## src/rtl/esc_pwm_writer_if.sv

```systemverilog
// rtl/esc_pwm_writer_if.sv - command strobe bundle between the receiver reader and the ESC pulse writer
interface esc_pwm_writer_if #(
   parameter int COUNTER_SIZE = 8
) ();
   logic [COUNTER_SIZE-1:0] cmd_in;
   logic                    cmd_valid;

   modport master (output cmd_in, output cmd_valid);
   modport slave  (input  cmd_in, input  cmd_valid);
endinterface

```

## src/rtl/esc_pwm_writer.sv

```systemverilog
// rtl/esc_pwm_writer.sv - 50 Hz ESC pulse regenerator with clamped, frame-aligned shadow commands
// Minimum-throttle failsafe after missed command frames is built when ESC_FAILSAFE_EN is defined.
module esc_pwm_writer #(
   parameter int COUNTER_SIZE    = 8,
   parameter int DIVIDER_SIZE    = 1330,
   parameter int FRAME_WIDTH     = 10,
   parameter int MIN_TICKS       = 40,
   parameter int MAX_CMD         = 40,
   parameter int FRAME_TICKS     = 800,
   parameter int FAILSAFE_FRAMES = 25
) (
   input  logic            sys_clk,
   input  logic            sys_rst,
   esc_pwm_writer_if.slave cmd,
   output logic            pwm_out,
   output logic            frame_start,
   output logic            failsafe
);
   localparam int DIV_W = (DIVIDER_SIZE > 0) ? $clog2(DIVIDER_SIZE + 1) : 1;
   localparam logic [FRAME_WIDTH-1:0]  LAST_TICK = FRAME_WIDTH'(FRAME_TICKS - 1);
   localparam logic [FRAME_WIDTH-1:0]  HIGH_BASE = FRAME_WIDTH'(MIN_TICKS);
   localparam logic [COUNTER_SIZE-1:0] CMD_CEIL  = COUNTER_SIZE'(MAX_CMD);

   if (MIN_TICKS + MAX_CMD >= FRAME_TICKS || FRAME_TICKS > (1 << FRAME_WIDTH) || FAILSAFE_FRAMES < 1) begin : g_param_check
      $error("esc_pwm_writer: illegal parameter set");
   end

   typedef enum logic [1:0] {IDLE, RUN, FAILSAFE} state_t;

   state_t                  state_q, state_d;
   logic [DIV_W-1:0]        div_q, div_d;
   logic [FRAME_WIDTH-1:0]  tick_cnt_q, tick_cnt_d;
   logic [COUNTER_SIZE-1:0] pending_q, pending_d;
   logic [COUNTER_SIZE-1:0] active_q, active_d;
   logic [COUNTER_SIZE-1:0] cmd_clamped;
   logic                    pwm_q, pwm_d;
   logic                    frame_start_q, frame_start_d;
   logic                    tick;

`ifdef ESC_FAILSAFE_EN
   localparam int MISS_W = $clog2(FAILSAFE_FRAMES + 1);
   localparam logic [MISS_W-1:0] MISS_LAST = MISS_W'(FAILSAFE_FRAMES - 1);
   localparam logic [MISS_W-1:0] MISS_MAX  = MISS_W'(FAILSAFE_FRAMES);
   logic [MISS_W-1:0] miss_q, miss_d;
`endif

   always_comb begin
      tick          = (div_q == '0);
      div_d         = tick ? DIV_W'(DIVIDER_SIZE) : div_q - 1'b1;
      cmd_clamped   = (cmd.cmd_in > CMD_CEIL) ? CMD_CEIL : cmd.cmd_in;
      pending_d     = cmd.cmd_valid ? cmd_clamped : pending_q;
      state_d       = state_q;
      tick_cnt_d    = tick_cnt_q;
      active_d      = active_q;
      pwm_d         = pwm_q;
      frame_start_d = 1'b0;
`ifdef ESC_FAILSAFE_EN
      miss_d        = cmd.cmd_valid ? '0 : miss_q;
`endif
      if (state_q == IDLE) begin
         tick_cnt_d = LAST_TICK;
         pwm_d      = 1'b0;
         if (cmd.cmd_valid) state_d = RUN;
      end else begin
         if (cmd.cmd_valid) state_d = RUN;
         if (tick) begin
            if (tick_cnt_q == LAST_TICK) begin
               tick_cnt_d    = '0;
               frame_start_d = 1'b1;
               if (cmd.cmd_valid) begin
                  active_d = cmd_clamped;
               end else begin
                  active_d = pending_q;
`ifdef ESC_FAILSAFE_EN
                  if (miss_q != MISS_MAX) miss_d = miss_q + 1'b1;
                  // active is parked at zero in failsafe so a return to RUN mid-frame cannot re-raise the pulse
                  if (miss_q >= MISS_LAST) begin
                     state_d  = FAILSAFE;
                     active_d = '0;
                  end
`endif
               end
            end else begin
               tick_cnt_d = tick_cnt_q + 1'b1;
            end
            pwm_d = (tick_cnt_d < HIGH_BASE + FRAME_WIDTH'(active_d));
         end
      end
   end

   always_ff @(posedge sys_clk or posedge sys_rst) begin
      if (sys_rst) begin
         state_q       <= IDLE;
         div_q         <= DIV_W'(DIVIDER_SIZE);
         tick_cnt_q    <= LAST_TICK;
         pending_q     <= '0;
         active_q      <= '0;
         pwm_q         <= 1'b0;
         frame_start_q <= 1'b0;
`ifdef ESC_FAILSAFE_EN
         miss_q        <= '0;
`endif
      end else begin
         state_q       <= state_d;
         div_q         <= div_d;
         tick_cnt_q    <= tick_cnt_d;
         pending_q     <= pending_d;
         active_q      <= active_d;
         pwm_q         <= pwm_d;
         frame_start_q <= frame_start_d;
`ifdef ESC_FAILSAFE_EN
         miss_q        <= miss_d;
`endif
      end
   end

   assign pwm_out     = pwm_q;
   assign frame_start = frame_start_q;
`ifdef ESC_FAILSAFE_EN
   assign failsafe    = (state_q == FAILSAFE);
`else
   assign failsafe    = 1'b0;
`endif
endmodule

```

## src/flat_wrapper.sv

```systemverilog
// flat-port wrapper written by rule: the top's interface ports become plain ports
module esc_pwm_writer_flat 
#(
   parameter int COUNTER_SIZE    = 8,
   parameter int DIVIDER_SIZE    = 1330,
   parameter int FRAME_WIDTH     = 10,
   parameter int MIN_TICKS       = 40,
   parameter int MAX_CMD         = 40,
   parameter int FRAME_TICKS     = 800,
   parameter int FAILSAFE_FRAMES = 25
)
  (sys_clk, sys_rst, pwm_out, frame_start, failsafe, cmd_cmd_in, cmd_cmd_valid);
  esc_pwm_writer_if #(.COUNTER_SIZE(COUNTER_SIZE)) cmd_i ();
  input  logic sys_clk;
  input  logic sys_rst;
  output logic pwm_out;
  output logic frame_start;
  output logic failsafe;
  input wire logic [$bits(cmd_i.cmd_in)-1:0] cmd_cmd_in;
  input wire logic [$bits(cmd_i.cmd_valid)-1:0] cmd_cmd_valid;
  assign cmd_i.cmd_in = cmd_cmd_in;
  assign cmd_i.cmd_valid = cmd_cmd_valid;
  esc_pwm_writer #(.COUNTER_SIZE(COUNTER_SIZE), .DIVIDER_SIZE(DIVIDER_SIZE), .FRAME_WIDTH(FRAME_WIDTH), .MIN_TICKS(MIN_TICKS), .MAX_CMD(MAX_CMD), .FRAME_TICKS(FRAME_TICKS), .FAILSAFE_FRAMES(FAILSAFE_FRAMES)) u_core (.sys_clk(sys_clk), .sys_rst(sys_rst), .cmd(cmd_i), .pwm_out(pwm_out), .frame_start(frame_start), .failsafe(failsafe));
endmodule
```

## config.mk

```make
export PLATFORM = sky130hd
export DESIGN_NAME = esc_pwm_writer_flat
export DESIGN_NICKNAME = d
export VERILOG_FILES = /design/src/rtl/esc_pwm_writer_if.sv /design/src/rtl/esc_pwm_writer.sv /design/src/flat_wrapper.sv
export SDC_FILE = /design/constraint.sdc
export NUM_CORES = 1
export LEC_CHECK = 0
export ABC_AREA = 1
export BUFFER_PORTS_ARGS = -buffer_cell sky130_fd_sc_hd__buf_2
export CORE_MARGIN = 1.5
export CORE_UTILIZATION = 36
export DETAILED_ROUTE_END_ITERATION = 16
export SYNTH_ARGS = -nofsm -noshare
export SYNTH_HDL_FRONTEND = slang
export SYNTH_SLANG_ARGS = --single-unit
```

## constraint.sdc

```tcl
create_clock -name sys_clk -period 5.7 [get_ports sys_clk]
set_clock_uncertainty 0.1 [all_clocks]
set_input_delay 1.425 -clock sys_clk [delete_from_list [all_inputs] [get_ports sys_clk]]
set_output_delay 1.425 -clock sys_clk [all_outputs]
set_load 0.02 [all_outputs]
```

==> summary.txt, run 1 <==
Placement
  • Detailed Place HPWL: 3270 um
  • # placed instances: 387
  • Port Buffers: 12
  • Routability cong.: 0.765

Logic synthesis
  • Post-synthesis mux area share: 0
  • EDFF count, synth: 0
  • Main flop type after synthesis: dfrtp_1
  • Synth Area in XOR/XNOR: 0.0225
  • Distinct cells, synth: 35
  • Synth Area in Adders: 0.0590
  • Synth async-reset ratio: 1.00
  • Post-Syn Instances: 299
  • Syn nets: 321
  • Post-synthesis register bit count: 40
  • Synthesis warning total: 0
  • Compound-Gate Fraction of Synth Area: 0.0853
  • Post-synthesis sequential area ratio: 0.436
  • Largest family of logic cells by synthesized area: simple AND/OR/NAND/NOR gates
  • Synth Area per Inst: 7.80 um^2
  • Cell Area, Synth: 0.00233 mm^2
  • Synth Area in Simple Gates: 0.302

Power
  • Int Power: 388 uW
  • Logic pwr share: 0.037
  • Clock power frac: 0.394
  • Sw Pwr: 115 uW
  • Switch share: 0.229
  • Maximum VDD drop: 0.121 mV
  • Leakage power: 0.00141 uW
  • PD cells: 196 mW/mm^2
  • Seq pwr share: 0.570

Timing
  • Fmax: 287 MHz
  • Setup TNS Final: 0 ns
  • Unrepaired setup endpoints after global routing: no
  • Finish-stage setup viols: 0
  • Crit path time final: 3.49 ns
  • Least-Margin Pin Slew: 0.522 ns
  • Tcrit/Tclk final: 0.612
  • Final Max Tran Viols: 0
  • Worst slew margin: 0.652
  • Final count of hold timing violations: 0

Drt
  • Initial detailed-routing violation count: 94
  • Drt via density: 4.71
  • Routed wire length: 4510 um
  • ANT nets after route: 0
  • DRC: 0
  • DR vias: 1,859
  • Drt wl/cell: 11.4 um
  • Pre-antenna DRT Iters: 4

Floorplanning
  • Die height: 83.5 um
  • Die W: 83.5 um
  • Std-Cell Rows: 29
  • Starting density of the core: 0.369
  • Core area: 0.00631 mm^2
  • Die area: 0.00697 mm^2
  • Io pins: 14

Worst setup path
  • Worst setup EP type: register
  • Crit path launch type: input port
  • Required @ worst endpoint: 5.84 ns
  • R2R setup slack: 2.37 ns
  • Setup Crit Path Kind: in2reg
  • R2R depth: 17
  • Critical Path Max Stage Delay: 0.31 ns
  • Crit path cell chain: buf_2 -> clkinv_1 -> nor2_1 -> a21oi_1 -> nand2_1 -> nand2_1 -> ha_1 -> xor2_1 -> ha_1 -> nand2_1 -> nor2_1 -> a211oi_1 -> nor2_1 -> nor2_1 -> nand2_1 -> nand2_1
  • Slowest CP cell: ha_1
  • Most frequent CP cell: nand2_1
  • CP Launch Point: cmd_cmd_valid
  • Reg2Reg Launch Point: u_core.tick_cnt_q[0]$_DFFE_PP1P_
  • Arr. time, crit path: 3.63 ns
  • CP Max Fanout: 9
  • Reg2reg end: u_core.pwm_out$_DFFE_PP0P_
  • CP Capture Point: u_core.pwm_out$_DFFE_PP0P_

Clock tree
  • Max clock buf depth: 2
  • Post-CTS setup buffers: 0
  • Hold_buf cts: 0
  • Resized cells post-CTS: 0
  • Cts bufs inserted: 5
  • Sink Count: 40
  • Clock Pin Slew Worst Setup and Hold Paths: 0.08 ns
  • TritonCTS clock tree: done
  • Root Buffer: clkbuf_8
  • H-Tree Depth: 2
  • Worst-Skew Late Latency: 0.29 ns

Min path
  • Hold/Removal Path Class: reg2reg

Global route
  • GR Util All Layers: 0.144
  • Largest net degree at the start of global routing: 41
  • Global-route wire length before repair: 8130 um
  • Initial antenna violation count: 0
  • Vias in the first global route: 1,822
  • Grt total ovfl: 0

Cells and area
  • Syn-to-layout area delta: 10.2%
  • Nets: 339
  • Share of post-route cells with drive strength above 1: 0.151
  • Cell Count, Final, Fillers Out: 395
  • # diodes: 0

Status
  • Status: finished clean

Flow run
  • Max-cap violations: 0
[cells by family (layout without fill, tap and decap cells)]
logic type,after synthesis,after routing
AO/OA/AOI/OAI,36,36
buffers and inverters,54,73
AND/OR/NAND/NOR,151,151
adder cells (fa/ha/maj),11,11
other,1,1
flip-flops,40,40
XOR/XNOR,6,6
[layer usage]
| metal | global-route usage | share of wire |
|---|---|---|
| met3 | 0.0445 | 0.036 |
| met5 | 0 | 0 |
| met2 | 0.238 | 0.47 |
| met4 | 0.0328 | 0.0071 |
| met1 | 0.188 | 0.49 |
[final cells by class]
| type | instances | area (um^2) |
|---|---|---|
| clock buffers | 6 | 82.6 |
| clock inverters | 2 | 10.0 |
| fillers | 652 | 3740 |
| inverters | 52 | 199 |
| multi-input cells | 205 | 1100 |
| flip-flops and latches | 40 | 1020 |
| well taps | 77 | 96.3 |
| repair buffers | 13 | 67.6 |
[per-stage QoR]
stage / area (um^2) / worst slack (ns) / total power, uW / util / hold slack (ns)
floorplan: 2330 / 2.34 / 303 / - / 0.303
global placement: 2480 / 1.91 / 310 / 0.392 / 0.316
detailed placement: 2480 / 1.89 / 311 / 0.392 / 0.322
CTS: 2570 / 2.21 / 510 / 0.407 / 0.332
global route: 2570 / 1.96 / 529 / 0.407 / 0.351
finish: 2570 / 2.21 / 503 / 0.407 / 0.332
[cell usage in the layout, fill, tap and decap left out, drive strengths merged, types with 6 or more instances in the layout]
cell type	count
a21oi	11
dfrtp	28
o21ai	16
inv	50
nand3	15
nor2	36
buf	13
dfstp	12
clkbuf	6
nand2	87
ha	11
[power by group through the flow]
stage               Clock [uW]  Combinational [uW]  Sequential, uW
detailed placement           0                18.9             292
global placement             0                18.7             292
floorplan                    0                11.1             292
global route               220                21.9             287
CTS                        205                18.9             286
finish                     198                18.4             286
[worst max-delay path, delay by kind of cell]
kind	cells	cell delay (ns)
AOI/OAI and AO/OA	2	0.31
xor gates and xnor gates	1	0.17
adders and majority gates	2	0.54
buffers and inverters	2	0.41
and+or+nand+nor	9	0.78
[how the worst min path moves through the flow]
stage	startpoint	to	cells past startpoint
after floorplan	u_core.div_q[0]$_DFF_PP0_	u_core.div_q[0]$_DFF_PP0_	1
after global placement	u_core.div_q[0]$_DFF_PP0_	u_core.div_q[0]$_DFF_PP0_	1
after detailed placement	u_core.div_q[0]$_DFF_PP0_	u_core.div_q[0]$_DFF_PP0_	1
after CTS	u_core.div_q[0]$_DFF_PP0_	u_core.div_q[0]$_DFF_PP0_	1
after global routing	u_core.div_q[0]$_DFF_PP0_	u_core.div_q[0]$_DFF_PP0_	1
final	u_core.div_q[0]$_DFF_PP0_	u_core.div_q[0]$_DFF_PP0_	1
[synthesized netlist by cell type, drive strengths merged, types with 2 or more instances]
| library cell | count | share of area |
|---|---|---|
| o21ai | 16 | 0.034 |
| nor3 | 2 | 0.0043 |
| clkinv | 2 | 0.0038 |
| dfstp | 12 | 0.14 |
| o22ai | 4 | 0.011 |
| nand3 | 15 | 0.036 |
| ha | 11 | 0.059 |
| nand4 | 4 | 0.011 |
| xor2 | 5 | 0.019 |
| dfrtp | 28 | 0.30 |
| nor2 | 36 | 0.082 |
| a21oi | 11 | 0.024 |
| inv | 50 | 0.082 |
| buf | 2 | 0.0081 |
| nand3b | 5 | 0.021 |
| nand2 | 87 | 0.14 |
[registers in the layout, indices dropped and copies added, names as in the netlist]
name                cells
u_core.div_q           11
u_core.state_q          1
u_core.frame_start      1
u_core.tick_cnt_q      10
u_core.pending_q        8
u_core.pwm_out          1
u_core.active_q         8
(Power assumes the default switching activity.)
==> run 2: changes to the inputs <==
ABC_AREA = 0   (was 1)
clock period = 3.01 ns   (was 5.7 ns; I/O delays follow)
==> run 2 against run 1 <==
Effect of this change: combinational power increased to 11 times the previous value; cell area increased by 4.4%; area after synthesis decreased by 1.2%; routed wire length decreased by 2.0%; non-clock buffer count increased by 19; sequential power increased by 99%; clock power increased by 120%; largest cell class unchanged.
==> summary.txt, run 2 <==
Worst setup path
  • Reg2Reg Launch Point: u_core.tick_cnt_q[1]$_DFFE_PP1P_
  • R2R setup slack: 0.04 ns
  • Arr. time, crit path: 3.08 ns
  • Required @ worst endpoint: 3.12 ns
  • CP Launch Point: u_core.tick_cnt_q[1]$_DFFE_PP1P_
  • CP Max Fanout: 3
  • Setup Crit Path Kind: reg2reg
  • Worst setup EP type: register
  • Crit path launch type: register

Logic synthesis
  • Synth cell count leaders: dfrtp_1, nand2_1, nor2_1, o21ai_0, a21oi_1
  • Biggest area consumer among synthesized cells: dfrtp_1
  • Synth Area per Inst: 9.84 um^2
  • Largest cells by area after synthesis: dfrtp_1, dfstp_2, ha_1
  • Main flop type after synthesis: dfrtp_1
  • Synthesis warning total: 0
  • Post-synthesis register bit count: 40
  • EDFF count, synth: 0
  • Syn nets: 256
  • Cell Area, Synth: 0.00230 mm^2
  • Area fraction of the dominant cell type after synthesis: 0.304
  • Post-synthesis sequential area ratio: 0.441
  • Post-Syn Instances: 234
  • Distinct cells, synth: 52
  • Synth async-reset ratio: 1.00

Min path
  • Hold/Removal Path Class: reg2reg
  • Hold Startpoint: u_core.div_q[10]$_DFF_PP1_

Drt
  • DRC: 0
  • Initial detailed-routing violation count: 73
  • ANT nets after route: 0
  • Routed wire length: 4420 um
  • Drt wl/cell: 13.0 um
  • DR vias: 1,695
  • Pre-antenna DRT Iters: 4
  • Drt via density: 5.00

Timing
  • Crit path time final: 2.97 ns
  • Least-Margin Pin Slew: 0.505 ns
  • WHS: 0.384 ns
  • Final worst slack: 0.0366 ns
  • Fmax: 336 MHz
  • Final Max Tran Viols: 0
  • Tcrit/Tclk final: 0.988
  • Finish-stage setup viols: 0
  • Worst slew margin: 0.663
  • Final count of hold timing violations: 0
  • Unrepaired setup endpoints after global routing: yes

Power
  • Switch share: 0.254
  • Int Power: 896 uW
  • Logic pwr share: 0.170
  • PD cells: 448 mW/mm^2
  • Sw Pwr: 306 uW
  • Seq pwr share: 0.473
  • Maximum VDD drop: 0.212 mV
  • Leakage power: 0.00124 uW
  • Clock power frac: 0.357

Global route
  • Largest net degree at the start of global routing: 41
  • Initial antenna violation count: 0
  • Vias in the first global route: 1,633
  • Global-route wire length before repair: 7780 um
  • GR Util All Layers: 0.138
  • Grt total ovfl: 0

Clock tree
  • Root Buffer: clkbuf_8
  • TritonCTS clock tree: done
  • Clock Pin Slew Worst Setup and Hold Paths: 0.08 ns
  • Max clock buf depth: 2
  • Worst-Skew Late Latency: 0.29 ns
  • Hold_buf cts: 0
  • Sink Count: 40
  • H-Tree Depth: 2
  • Cts bufs inserted: 5

Cells and area
  • Top reg by flops: u_core.div_q
  • Most used cells in the layout excluding fill and tap cells: dfrtp_1, nand2_1, buf_4, nor2_1, o21ai_0
  • Nets: 285
  • Max reg flops: 11
  • Fillers: 592
  • Syn-to-layout area delta: 16.5%
  • Share of post-route cells with drive strength above 1: 0.295
  • Final Instance Area: 0.00268 mm^2
  • Most common cell after layout, fill and taps aside: dfrtp_1
  • # diodes: 0
  • Largest registers: u_core.div_q x11, u_core.tick_cnt_q x10
  • Util after Layout: 0.443
  • Register area: 0.00102 mm^2
  • Area of the multi-input gates: 0.00121 mm^2

Floorplanning
  • Core area: 0.00606 mm^2
  • Std-Cell Rows: 28
  • Starting density of the core: 0.380
  • Die W: 83.0 um
  • Io pins: 14
  • Die area: 0.00688 mm^2
  • Die height: 83.0 um

Placement
  • Port Buffers: 12
  • Setup Slack @ Placement: -0.0441 ns
  • Detailed Place HPWL: 3200 um
  • Routability cong.: 0.808
  • Area after DPL: 0.00251 mm^2

Flow run
  • Max-cap violations: 0

Status
  • Status: finished clean
-- run 2: per-stage QoR --
step                setup TNS [ns]  power, uW  instances
floorplan                   -0.131        707        234
global placement                 0        762        327
detailed placement         -0.0441        766        327
CTS                              0       1210        336
global route                -0.206       1270        339
finish                           0       1200        339
-- run 2: repair_timing --
| item | CTS | global route |
|---|---|---|
| pin swaps | 2 | 9 |
| setup endpoints to repair | 1 | 1 |
| buffers inserted | 1 | 3 |
| resized for setup | 1 | 5 |
-- run 2: kinds of logic after synthesis --
| family | count (synthesis) | synth area share |
|---|---|---|
| mux | 8 | 0.0380 |
| simple gates | 89 | 0.218 |
| buf+inv | 22 | 0.0571 |
| compound gates | 47 | 0.123 |
| xor+xnor | 16 | 0.0609 |
| flops | 40 | 0.441 |
| other cells | 1 | 0.00163 |
| fa+ha+maj | 11 | 0.0598 |
-- run 2: final cells by class --
class,instances,share of cell area
Clock buffer,6,0.0271
Clock inverter,2,0.0131
Inverter,12,0.0168
Multi-Input combinational cell,172,0.451
Sequential cell,40,0.379
Tap cell,75,0.0350
Timing Repair Buffer,32,0.0784
-- run 2: power by group through the flow --
stage	registers (uW)	clock network, uW	logic, uW
after floorplan	578	0	129
after global placement	578	0	184
after detailed placement	578	0	188
after CTS	569	444	194
after global routing	571	471	233
final	569	428	204
-- run 2: path summary, 6_finish.rpt --
check                      cells after the start                               end
min in group asynchronous                      3         u_core.div_q[0]$_DFF_PP0_
max in group asynchronous                      3  u_core.tick_cnt_q[9]$_DFFE_PP1P_
setup reg to reg                              15        u_core.pwm_out$_DFFE_PP0P_
hold / removal                                 2        u_core.div_q[10]$_DFF_PP1_
setup / recovery                              15        u_core.pwm_out$_DFFE_PP0P_
hold reg to reg                                2        u_core.div_q[10]$_DFF_PP1_
-- run 2: critical path: stages (launching register included) --
cell      delay, ns
dfstp_2        0.56
ha_4           0.14
nand4_1        0.15
nor4b_4        0.38
nand2_1        0.11
nand2_2        0.11
ha_4           0.17
o21ai_2        0.06
xor2_1         0.14
nand2_1        0.06
o21ai_1        0.06
ha_1           0.29
a21o_1         0.17
a21oi_2        0.12
nand4b_1       0.10
a22oi_1        0.19
-- run 2: per-layer routing --
metal  vias to the layer above  global-route usage  routed length (um)
li1                        881                   -                   -
met1                       791               0.195                2230
met2                        17               0.210                2010
met3                         6              0.0288                 112
met4                         0              0.0455                  64
met5                         -                   0                   0
==> run 3: changes to the inputs <==
CORE_UTILIZATION = 50   (was 36)
PLACE_DENSITY = 0.7   (was default)
==> run 3 against run 2 <==
Effect of this change: routed wire length is 12% higher; worst setup slack worse by 0.12 ns; the run now ends with setup timing left; largest power group unchanged; first-iteration DRC count increased by 74%; non-clock buffer count grew 13; clock power is 12% higher; fmax decreased by 3.9%; worst hold slack about the same; clock-buffer cell count increased by 1; cell area grew 3.1%; via count up 9.9%.
==> summary.txt, run 3 (synthesized netlist as in run 2, its figures left out) <==
Floorplanning
  • Die height: 70.9 um
  • Die W: 70.9 um
  • Die area: 0.00502 mm^2
  • Core area: 0.00438 mm^2
  • Io pins: 14
  • Std-Cell Rows: 24
  • Starting density of the core: 0.525

Timing
  • Crit path time final: 3.10 ns
  • Least-Margin Pin Slew: 0.546 ns
  • Worst slew margin: 0.636
  • WHS: 0.385 ns
  • Final Max Tran Viols: 0
  • Tcrit/Tclk final: 1.03
  • Fmax: 323 MHz
  • Final count of hold timing violations: 0
  • Unrepaired setup endpoints after global routing: yes
  • Final worst slack: -0.0854 ns
  • Setup TNS Final: -0.0975 ns
  • Finish-stage setup viols: 2

Min path
  • Hold/Removal Path Class: reg2reg
  • WHS Endpoint: u_core.active_q[2]$_DFFE_PP0P_
  • Hold Startpoint: u_core.active_q[2]$_DFFE_PP0P_
  • Hold path cells: 2

Global route
  • Vias in the first global route: 1,817
  • Largest net degree at the start of global routing: 41
  • Initial antenna violation count: 0
  • Grt total ovfl: 0
  • GR Util All Layers: 0.212
  • Global-route wire length before repair: 8270 um

Placement
  • Port Buffers: 12
  • Detailed Place HPWL: 3180 um
  • Area after DPL: 0.00252 mm^2
  • Routability cong.: 0.821
  • # placed instances: 309

Worst setup path
  • Setup Crit Path Kind: reg2reg
  • CP Max Fanout: 4
  • Critical Path Max Stage Delay: 0.56 ns
  • R2R setup slack: -0.09 ns
  • Slowest CP cell: dfstp_2
  • R2R depth: 16
  • Reg2Reg Launch Point: u_core.tick_cnt_q[1]$_DFFE_PP1P_
  • Worst setup EP type: register
  • Most frequent CP cell: buf_4
  • Crit path cell chain: ha_4 -> and4_4 -> nand4b_1 -> nand2_1 -> nand2_2 -> buf_4 -> buf_4 -> buf_4 -> buf_4 -> buf_4 -> buf_4 -> buf_4 -> buf_4 -> buf_4 -> buf_4 -> mux2_2
  • Arr. time, crit path: 3.18 ns
  • Required @ worst endpoint: 3.10 ns
  • Crit path launch type: register
  • Reg2reg end: u_core.active_q[4]$_DFFE_PP0P_
  • CP Launch Point: u_core.tick_cnt_q[1]$_DFFE_PP1P_

Clock tree
  • Max clock buf depth: 2
  • Worst-Skew Late Latency: 0.30 ns
  • Sink Count: 40
  • Cts bufs inserted: 5
  • Hold_buf cts: 0
  • TritonCTS clock tree: done
  • H-Tree Depth: 2
  • Root Buffer: clkbuf_8
  • Clock Pin Slew Worst Setup and Hold Paths: 0.08 ns

Drt
  • ANT nets after route: 0
  • DR vias: 1,863
  • Drt wl/cell: 15.1 um
  • Routed wire length: 4950 um
  • Drt via density: 5.66
  • DRC: 0
  • Initial detailed-routing violation count: 127
  • Pre-antenna DRT Iters: 4

Cells and area
  • Fillers: 347
  • Area of the multi-input gates: 0.00120 mm^2
  • Largest registers: u_core.div_q x11, u_core.tick_cnt_q x10
  • Nets: 298
  • Final Instance Area: 0.00277 mm^2
  • Max reg flops: 11
  • Top reg by flops: u_core.div_q
  • Register area: 0.00102 mm^2
  • Share of post-route cells with drive strength above 1: 0.336
  • # diodes: 0
  • Most common cell after layout, fill and taps aside: buf_4
  • Most used cells in the layout excluding fill and tap cells: buf_4, dfrtp_1, nand2_1, nor2_1, o21ai_0
  • Syn-to-layout area delta: 20.1%
  • Cell Count, Final, Fillers Out: 329

Flow run
  • Max-cap violations: 0

Power
  • Maximum VDD drop: 0.275 mV
  • PD cells: 464 mW/mm^2
  • Leakage power: 0.00131 uW

Status
  • Status: finished, violations left
  • Failing checks: setup timing
-- run 3: layer usage --
metal  routed length, um  share of wire  vias to the layer above  track usage
met1                2300           0.46                      904        0.293
met3                 210          0.042                       12       0.0313
met2                2310           0.47                       48        0.326
met5                   0              0                        -            0
met4                 131          0.026                        0        0.111
li1                    -              -                      899            -
-- run 3: worst max-delay path, delay by kind of cell (launching register included) --
kind	cells	cell delay, ns
simple gates	4	0.65
fa+ha+maj	1	0.14
flops	1	0.56
buf+inv	10	1.26
mux	1	0.25
-- run 3: worst max path at each step --
stage	to	slack (ns)	cells after the start
finish	u_core.active_q[4]$_DFFE_PP0P_	-0.09	16
global route	u_core.pwm_out$_DFFE_PP0P_	-0.17	15
CTS	u_core.pwm_out$_DFFE_PP0P_	-0.01	15
detailed placement	u_core.pwm_out$_DFFE_PP0P_	-0.09	14
global placement	u_core.pwm_out$_DFFE_PP0P_	0.03	15
floorplan	u_core.pwm_out$_DFFE_PP0P_	-0.13	15
-- run 3: area by class of cell --
class | count | share of cell area
sequential | 40 | 0.367
tap | 52 | 0.0235
multi-input combinational | 172 | 0.436
clock buffer | 7 | 0.0348
clock inverter | 1 | 0.0109
timing repair buffer | 45 | 0.111
inverter | 12 | 0.0163
-- run 3: power breakdown --
part           internal, uW  leakage [uW]  switching [uW]  total (uW)
Combinational           111      0.000760             123         234
Sequential              557      0.000481            12.1         569
Clock                   292     0.0000645             189         481
Total                   961       0.00131             323        1280
-- run 3: through the flow --
step / setup slack [ns] / total power (uW) / util
after floorplan: -0.131 / 707 / -
after global placement: 0.0327 / 768 / 0.575
after detailed placement: -0.0916 / 772 / 0.575
after CTS: -0.0100 / 1280 / 0.625
after global routing: -0.167 / 1340 / 0.631
final: -0.0854 / 1280 / 0.631
-- run 3: repair_timing --
item,4_1_cts,5_1_grt
gates resized for setup,2,4
cloned,0,0
setup buffers,11,1
pin swaps,6,10
setup endpoints to repair,1,2
